`src/rtl/mips_multicycle_ctrl.sv`:
```
// Moore control FSM for the multicycle MIPS datapath, with a variable-latency memory handshake.
// Optional trap on illegal instructions: define MIPS_CTRL_ILLEGAL_TRAP_EN.
module mips_multicycle_ctrl #(
  parameter int unsigned CNT_W = 32
) (
  input  logic             clk,
  input  logic             rst_n,
  input  logic [5:0]       opcode,
  input  logic [5:0]       funct,
  input  logic             zero,
  input  logic             mem_ready,
  output logic             mem_read,
  output logic             mem_write,
  output logic             i_or_d,
  output logic             ir_write,
  output logic             pc_en,
  output logic [1:0]       pc_source,
  output logic             alu_src_a,
  output logic [1:0]       alu_src_b,
  output logic [3:0]       alu_ctrl,
  output logic [1:0]       ext_mode,
  output logic             reg_dst,
  output logic             mem_to_reg,
  output logic             reg_write,
  output logic             instr_done,
  output logic             illegal,
  output logic [3:0]       state,
  output logic [CNT_W-1:0] retired
);

  typedef enum logic [3:0] {
    ST_RST    = 4'd0,
    ST_FETCH  = 4'd1,
    ST_DECODE = 4'd2,
    ST_MEMADR = 4'd3,
    ST_MEMRD  = 4'd4,
    ST_MEMWB  = 4'd5,
    ST_MEMWR  = 4'd6,
    ST_EXEC   = 4'd7,
    ST_RWB    = 4'd8,
    ST_BRANCH = 4'd9,
    ST_JUMP   = 4'd10,
    ST_IEXEC  = 4'd11,
    ST_IWB    = 4'd12,
    ST_TRAP   = 4'd13
  } state_t;

  localparam logic [5:0] OP_RTYPE = 6'b000000;
  localparam logic [5:0] OP_LW    = 6'b100011;
  localparam logic [5:0] OP_SW    = 6'b101011;
  localparam logic [5:0] OP_BEQ   = 6'b000100;
  localparam logic [5:0] OP_BNE   = 6'b000101;
  localparam logic [5:0] OP_J     = 6'b000010;
  localparam logic [5:0] OP_ADDI  = 6'b001000;
  localparam logic [5:0] OP_ANDI  = 6'b001100;
  localparam logic [5:0] OP_ORI   = 6'b001101;
  localparam logic [5:0] OP_SLTI  = 6'b001010;
  localparam logic [5:0] OP_LUI   = 6'b001111;

  localparam logic [3:0] ALU_AND = 4'b0000;
  localparam logic [3:0] ALU_OR  = 4'b0001;
  localparam logic [3:0] ALU_ADD = 4'b0010;
  localparam logic [3:0] ALU_SUB = 4'b0110;
  localparam logic [3:0] ALU_SLT = 4'b0111;
  localparam logic [3:0] ALU_NOR = 4'b1100;

  state_t     state_q, state_nx;
  logic       op_known, fn_known, legal;
  logic [3:0] r_alu, i_alu;
  logic [1:0] ext_dec;

  // Instruction decode; opcode/funct come straight from IR, which is stable after FETCH.
  always_comb begin
    op_known = 1'b1;
    i_alu    = ALU_ADD;
    ext_dec  = 2'b00;
    case (opcode)
      OP_RTYPE, OP_LW, OP_SW, OP_BEQ, OP_BNE, OP_J, OP_ADDI, OP_SLTI: ;
      OP_ANDI: begin i_alu = ALU_AND; ext_dec = 2'b01; end
      OP_ORI:  begin i_alu = ALU_OR;  ext_dec = 2'b01; end
      OP_LUI:  begin i_alu = ALU_OR;  ext_dec = 2'b10; end
      default: op_known = 1'b0;
    endcase
    if (opcode == OP_SLTI) i_alu = ALU_SLT;

    fn_known = 1'b1;
    r_alu    = ALU_ADD;
    case (funct)
      6'b100000: r_alu = ALU_ADD;
      6'b100010: r_alu = ALU_SUB;
      6'b100100: r_alu = ALU_AND;
      6'b100101: r_alu = ALU_OR;
      6'b101010: r_alu = ALU_SLT;
      6'b100111: r_alu = ALU_NOR;
      default:   fn_known = 1'b0;
    endcase
    legal = op_known && ((opcode != OP_RTYPE) || fn_known);
  end

  always_ff @(posedge clk or negedge rst_n) begin
    if (!rst_n) state_q <= ST_RST;
    else        state_q <= state_nx;
  end

  always_comb begin
    state_nx   = state_q;
    mem_read   = 1'b0;
    mem_write  = 1'b0;
    i_or_d     = 1'b0;
    ir_write   = 1'b0;
    pc_en      = 1'b0;
    pc_source  = 2'b00;
    alu_src_a  = 1'b0;
    alu_src_b  = 2'b00;
    alu_ctrl   = ALU_AND;
    ext_mode   = 2'b00;
    reg_dst    = 1'b0;
    mem_to_reg = 1'b0;
    reg_write  = 1'b0;
    instr_done = 1'b0;
    if (state_q != ST_RST && state_q != ST_TRAP) ext_mode = ext_dec;
    case (state_q)
      ST_RST: state_nx = ST_FETCH;
      ST_FETCH: begin
        mem_read  = 1'b1;
        alu_src_b = 2'b01;
        alu_ctrl  = ALU_ADD;
        if (mem_ready) begin
          ir_write = 1'b1;
          pc_en    = 1'b1;
          state_nx = ST_DECODE;
        end
      end
      ST_DECODE: begin
        alu_src_b = 2'b11;
        alu_ctrl  = ALU_ADD;
        if (!legal) begin
`ifdef MIPS_CTRL_ILLEGAL_TRAP_EN
          state_nx = ST_TRAP;
`else
          state_nx   = ST_FETCH;
          instr_done = 1'b1;
`endif
        end else begin
          case (opcode)
            OP_RTYPE:      state_nx = ST_EXEC;
            OP_LW, OP_SW:  state_nx = ST_MEMADR;
            OP_BEQ, OP_BNE: state_nx = ST_BRANCH;
            OP_J:          state_nx = ST_JUMP;
            default:       state_nx = ST_IEXEC;
          endcase
        end
      end
      ST_MEMADR: begin
        alu_src_a = 1'b1;
        alu_src_b = 2'b10;
        alu_ctrl  = ALU_ADD;
        state_nx  = (opcode == OP_SW) ? ST_MEMWR : ST_MEMRD;
      end
      ST_MEMRD: begin
        mem_read = 1'b1;
        i_or_d   = 1'b1;
        if (mem_ready) state_nx = ST_MEMWB;
      end
      ST_MEMWB: begin
        reg_write  = 1'b1;
        mem_to_reg = 1'b1;
        instr_done = 1'b1;
        state_nx   = ST_FETCH;
      end
      ST_MEMWR: begin
        mem_write = 1'b1;
        i_or_d    = 1'b1;
        if (mem_ready) begin
          instr_done = 1'b1;
          state_nx   = ST_FETCH;
        end
      end
      ST_EXEC: begin
        alu_src_a = 1'b1;
        alu_ctrl  = r_alu;
        state_nx  = ST_RWB;
      end
      ST_RWB: begin
        reg_write  = 1'b1;
        reg_dst    = 1'b1;
        instr_done = 1'b1;
        state_nx   = ST_FETCH;
      end
      ST_BRANCH: begin
        alu_src_a  = 1'b1;
        alu_ctrl   = ALU_SUB;
        pc_source  = 2'b01;
        pc_en      = (opcode == OP_BEQ) ? zero : ~zero;
        instr_done = 1'b1;
        state_nx   = ST_FETCH;
      end
      ST_JUMP: begin
        pc_source  = 2'b10;
        pc_en      = 1'b1;
        instr_done = 1'b1;
        state_nx   = ST_FETCH;
      end
      ST_IEXEC: begin
        alu_src_a = 1'b1;
        alu_src_b = 2'b10;
        alu_ctrl  = i_alu;
        state_nx  = ST_IWB;
      end
      ST_IWB: begin
        reg_write  = 1'b1;
        instr_done = 1'b1;
        state_nx   = ST_FETCH;
      end
      ST_TRAP: state_nx = ST_TRAP;
      default: state_nx = ST_RST;
    endcase
  end

  always_ff @(posedge clk or negedge rst_n) begin
    if (!rst_n)          retired <= '0;
    else if (instr_done) retired <= retired + CNT_W'(1);
  end

`ifdef MIPS_CTRL_ILLEGAL_TRAP_EN
  logic illegal_q;
  always_ff @(posedge clk or negedge rst_n) begin
    if (!rst_n)                  illegal_q <= 1'b0;
    else if (state_nx == ST_TRAP) illegal_q <= 1'b1;
  end
  assign illegal = illegal_q;
`else
  assign illegal = 1'b0;
`endif

  assign state = state_q;

endmodule

```
`config.mk`:
```
export PLATFORM = sky130hd
export DESIGN_NAME = mips_multicycle_ctrl
export DESIGN_NICKNAME = d
export VERILOG_FILES = /design/src/rtl/mips_multicycle_ctrl.sv
export SDC_FILE = /design/constraint.sdc
export NUM_CORES = 1
export LEC_CHECK = 0
export CAP_MARGIN = 30
export CORE_ASPECT_RATIO = 0.6
export CORE_MARGIN = 2
export CORE_UTILIZATION = 30
export DETAILED_ROUTE_END_ITERATION = 10
export GPL_ROUTABILITY_DRIVEN = 0
export RECOVER_POWER = 25
export SETUP_SLACK_MARGIN = 0.02
export SLEW_MARGIN = 15
export SYNTH_ARGS = -nofsm -noshare
export SYNTH_HDL_FRONTEND = slang
export SYNTH_SLANG_ARGS = --single-unit
```
`constraint.sdc`:
```
create_clock -name clk -period 5.9 [get_ports clk]
set_clock_uncertainty 0.1 [all_clocks]
set_input_delay 0.885 -clock clk [delete_from_list [all_inputs] [get_ports clk]]
set_output_delay 0.885 -clock clk [all_outputs]
set_load 0.02 [all_outputs]
```
* Yosys cells after proc, flatten, opt, wreduce, memory -nomap -nowiden
Cells that the tools add are included.
** Word-level totals
- Output and inout port bits :: 57
- Input port bits :: 16
- Register bits after elaboration :: 36
- Memories :: 0
- Bits in latches :: 0
- Bits in writable memories :: 0
- Bits in read-only memories :: 0
- Word-level logic and storage cells :: 89
** Cells by class
- Multiplexer cells :: 30
- Eq/ne operators :: 33
- Order comparisons :: 0
- Bitwise logic cells :: 1
- Divide/modulo/power cells :: 0
- $mul :: 0
- Add/subtract/negate cells :: 1
- Shifts and indexed selects :: 0
- Reduce and logical (&&, ||, !) cells :: 22
** Operators by type and width (number)
- equality test 6 bit, second input constant :: 8
- one-hot mux 4 bit (9 select lines) :: 1
- adder 32 x 1 -> 32 bit, second input constant :: 1
- one-hot mux 4 bit (4 select lines) :: 2
- equality test 6 x 4 -> 1 bit, second input constant :: 5
- equality test 4 bit, second input constant :: 6
- two-way mux 4 bit :: 5
- one-hot mux 4 bit (5 select lines) :: 1
- equality test 4 x 3 -> 1 bit, second input constant :: 4
- OR reduction 2 bit :: 7
- two-way mux 1 bit :: 13
- equality test 6 x 3 -> 1 bit, second input constant :: 2
- one-hot mux 2 bit (2 select lines) :: 3
- OR reduction 6 bit :: 2
- OR reduction 11 bit :: 1
- equality test 4 x 2 -> 1 bit, second input constant :: 2
- equality test 6 x 2 -> 1 bit, second input constant :: 1
- zero test 6 bit :: 1
- != test 2 bit, second input constant :: 3
- one-hot mux 1 bit (3 select lines) :: 2
- one-hot mux 2 bit (3 select lines) :: 1
- nonzero test 6 bit :: 1
- OR reduction 3 bit :: 2
- OR reduction 5 bit :: 1
- 10 further kinds :: 12

* Longest topological paths before layout
- Depth after elaboration :: 7
- Depth in mapped cells :: 8
- Gate-level depth less buffers :: 7

* Worst setup path after synthesis
No wires, ideal clock.
- Path type :: input -> output
- Start :: input port opcode[3]
- End :: output port pc_en
- Path buffers :: 0
- Stages :: 6
- Arrival time :: 2276 ps
- Slack :: 2639 ps
- Required time :: 4915 ps
- Cells stage by stage :: or3_1 -> nor4b_1 -> xnor2_1 -> mux2i_1 -> a2bb2oi_1 -> nor2_1
** On the way
- Cells in the longest elaborated chain, start to end :: 3
** Ends and longest elaborated chain
- from (decl) :: RTL line 8 : input logic [5:0] opcode,
- equality test 6 x 3 -> 1 bit :: RTL line 194 : pc_en = (opcode == OP_BEQ) ? zero : ~zero;
- two-way mux 1 bit :: RTL line 194
- one-hot mux 1 bit (3 select lines) :: RTL line 122 : case (state_q)
- to (decl) :: RTL line 16 : output logic pc_en,
Every way passes these cells.

* Worst setup path after layout
- Start :: input port opcode[2]
- End :: output port instr_done
** On the way
- Cells in the longest elaborated chain, start to end :: 6
- Elaborated cells between the ends (all ways) :: 18
- Those cells by class :: eq/ne: 10; mux: 3; reduce/logical: 5
** Ends and longest elaborated chain
- equality test 6 x 4 -> 1 bit, or another cell as far along :: RTL line 77 : case (opcode)
- OR reduction 11 bit (no line)
- two-way mux 1 bit :: RTL line 77
- logical AND 1 bit * :: RTL line 97 : legal = op_known && ((opcode != OP_RTYPE) || fn_known);
- two-way mux 1 bit * :: RTL line 137 : if (!legal) begin
- one-hot mux 1 bit (3 select lines) * :: RTL line 122
- to (decl) :: RTL line 25 : output logic instr_done,
Every way passes the cells marked *; elsewhere a longest branch is shown, timed or not.

==> results.txt <==
Status -> complete, but fails checks
Failing checks -> max-capacitance violations, max-slew violations
Nets -> 342
Synthesis warning total -> 0
Row Count -> 25
Diodes inserted -> 0
HPWL Detailed -> 4482 µm
CTS tree -> done
Unique masters post-synth -> 53
Final wirelength -> 6158 µm
RSZ-0062 raised after global routing -> no
Main area contributors after synthesis -> dfrtp_1 (38%), xor2_1 (10%), nand2_1 (4.1%)
Worst R2R Setup Slack -> 3130 ps
Gr ovfl total -> 0
Clock buffer count from CTS -> 5
Worst R2R Start -> state[1]
Sw power -> 0.4832 mW
Initial antenna violation count -> 0
Gr usage total -> 0.1463
Clock power frac -> 0.226
Leakage -> 1.217 nW
Crit. End Element -> primary output
DRC violations left -> 0
Die Width -> 118.6 µm
Max Cap Viol -> 1
Routed vias/inst -> 4.834
Slew HR -> -0.3499
DRT iter0 DRCs -> 104
Most instantiated cells after synthesis -> dfrtp_1 (36), xor2_1 (28), nand2_1 (26)
Die ar. -> 0.008628 mm²
Syn Inst Count -> 261
Routed WL per cell -> 14.19 µm
Cell repeated most along the worst path -> clkdlybuf4s50_1
Reg clk slew, reported paths -> 50 ps
Initial core utilization -> 0.3047
Ys async rst share -> 1.000
Core Util, Final -> 0.4206
Worst vdd ir -> 0.0002435 V
Sink Count -> 36
Worst Reg2Reg Path Length in Cells -> 8
Largest net degree at the start of global routing -> 37
First-pass GRT wire length -> 10040 µm
Setup tns final -> 0 ps
Die Height -> 72.76 µm
Min Tclk post-route -> 4485 ps
Final Max Tran Viols -> 37
Syn Nets -> 278
Synth top area share -> 0.3812
Hold path start -> retired[31]
Port Buffers -> 71
Leading cell type by number of instances after synthesis -> dfrtp_1
#FFs+latches synth -> 36
Data arrival, critical path -> 3500 ps
Hold path cells -> 1
Synth Cell Area -> 0.002364 mm²
CP max stage cell -> clkdlybuf4s50_1
Switch share -> 0.4135
Final period utilization -> 0.7602
Root Driver -> clkbuf_16
Hold_buf cts -> 0
PwrDens -> 358.1 mW/mm²
CTS resizes -> 0
Max Clock Freq -> 222.9 MHz
Max FO, Critical Path -> 28
Worst setup path class -> input pin to primary output
Number of H-tree levels -> 2
Vias -> 2098
CTS max path bufs -> 2
Predominant post-synthesis flop cell -> dfrtp_1
CP max stage delay -> 670 ps
# fillers -> 801
Post-DRT Antenna Nets -> 0
First-pass DRT Iterations -> 4
Post-synthesis sequential area ratio -> 0.3812
Flop pwr share -> 0.315
Setup violations, final -> 0
I/O pin cnt -> 73
Vias in the first global route -> 1973
Hold endpoint -> retired[31]
Leading area contributor after synthesis -> dfrtp_1
Clk Latency, worst-skew pair -> 280 ps
Setup Buffers After CTS -> 0
Startpoint types -> input pin
Crit-path cells -> clkdlybuf4s50_1, mux2_4, o221ai_1, nand2b_1, a211oi_4, buf_4, inv_2, clkdlybuf4s50_1
CP Data Required Time -> 4910 ps
Layout cells sized above 1 -> 0.06748
Core box area -> 0.007757 mm²
Internal Power -> 0.6853 mW
Area Growth Syn to Fin -> 38.06%
Avg Cell Area, Syn -> 9.056 µm²
Final hold violation count -> 0
Worst Tran Pin Value -> 2025 ps
Worst Hold Class -> register to register
Post-synth EDFFs -> 0
Worst flop-to-flop path endpoint -> retired[6]
Gate power share -> 0.459
## power groups by stage
stage	sequential, mW	combinational [mW]	clock [mW]
after floorplan	0.358	0.332	0
after global placement	0.371	0.538	0
after detailed placement	0.371	0.538	0
after CTS	0.367	0.540	0.271
after global routing	0.381	0.586	0.286
final	0.368	0.537	0.264
## worst max path at each step
stage / from / to / slack (ps) / cells past startpoint
6_report: opcode[2] / instr_done / 1410 / 8
5_1_grt: opcode[2] / instr_done / 1230 / 8
4_1_cts: opcode[2] / instr_done / 1400 / 8
3_5_place_dp: opcode[2] / instr_done / 1410 / 8
3_3_place_gp: opcode[2] / instr_done / 1470 / 8
2_1_floorplan: opcode[3] / pc_en / 2640 / 6
## sequential cells by signal, summed over array words and instances, names as in the netlist
name / flops
state: 4
retired: 32
## kinds of logic after synthesis
group	Yosys count	synth area share
AO/OA/AOI/OAI	39	0.1144
XOR/XNOR	33	0.1223
adder cells (fa/ha/maj)	1	0.005293
other	1	0.001587
flip-flops	36	0.3812
AND/OR/NAND/NOR	125	0.3049
multiplexers	3	0.01535
buffers and inverters	23	0.05505
## layer usage
metal	global-route usage	wire (µm)	vias up
met5	0	0	-
met4	0.03968	48	0
met3	0.03438	370	5
met2	0.1928	2472	63
met1	0.2318	3266	979
li1	-	-	1051
## cells in the final DEF (no fill, tap or decap), types with 2 or more instances in the layout
| master | Yosys | final |
|---|---|---|
| nor4b_1 | 5 | 5 |
| inv_1 | 6 | 6 |
| nand2_1 | 26 | 26 |
| clkdlybuf4s50_1 | 0 | 70 |
| nor3b_1 | 4 | 4 |
| clkbuf_1 | 6 | 3 |
| and3_1 | 7 | 7 |
| nor3_1 | 12 | 12 |
| xor2_1 | 28 | 28 |
| a21oi_1 | 8 | 8 |
| nand3_1 | 10 | 10 |
| nor4_2 | 5 | 5 |
| o21ai_0 | 12 | 12 |
| nand4_1 | 4 | 4 |
| xnor2_1 | 5 | 5 |
| clkbuf_16 | 0 | 5 |
| nor2b_1 | 6 | 6 |
| and4_1 | 2 | 2 |
| a221oi_1 | 2 | 2 |
| a31oi_1 | 2 | 2 |
| nor2_1 | 24 | 24 |
| nand2b_1 | 9 | 9 |
| nor4_1 | 3 | 3 |
| dfrtp_1 | 36 | 36 |
| o31ai_1 | 2 | 2 |
| a21boi_0 | 2 | 2 |
## area by class of cell
cell class              count  area (µm²)  share of cell area
inverters                   7       26.28            0.008052
multi-input cells         202        1333              0.4084
flip-flops and latches     36       900.9              0.2761
repair buffers             73       721.9              0.2212
well taps                 108       135.1             0.04141
clock buffers               8       146.4             0.04486
## critical path: cells and delay by family
kind | cells | cell delay, ps
AOI/OAI and AO/OA | 2 | 400
buffers and inverters | 4 | 1700
and+or+nand+nor | 1 | 160
muxes | 1 | 330
## through the flow
stage	hold WS [ps]	worst slack, ps	cell area [µm²]	std cells	power (mW)
after global placement	369.6	1471	3120	426	0.9083
after CTS	381.1	1404	3267	434	1.178
after floorplan	477.7	2639	2364	261	0.6902
after global routing	410.0	1232	3263	434	1.252
final	379.8	1415	3263	434	1.168
after detailed placement	363.1	1410	3120	426	0.9087
No activity file was read; power rests on OpenSTA's default activity.
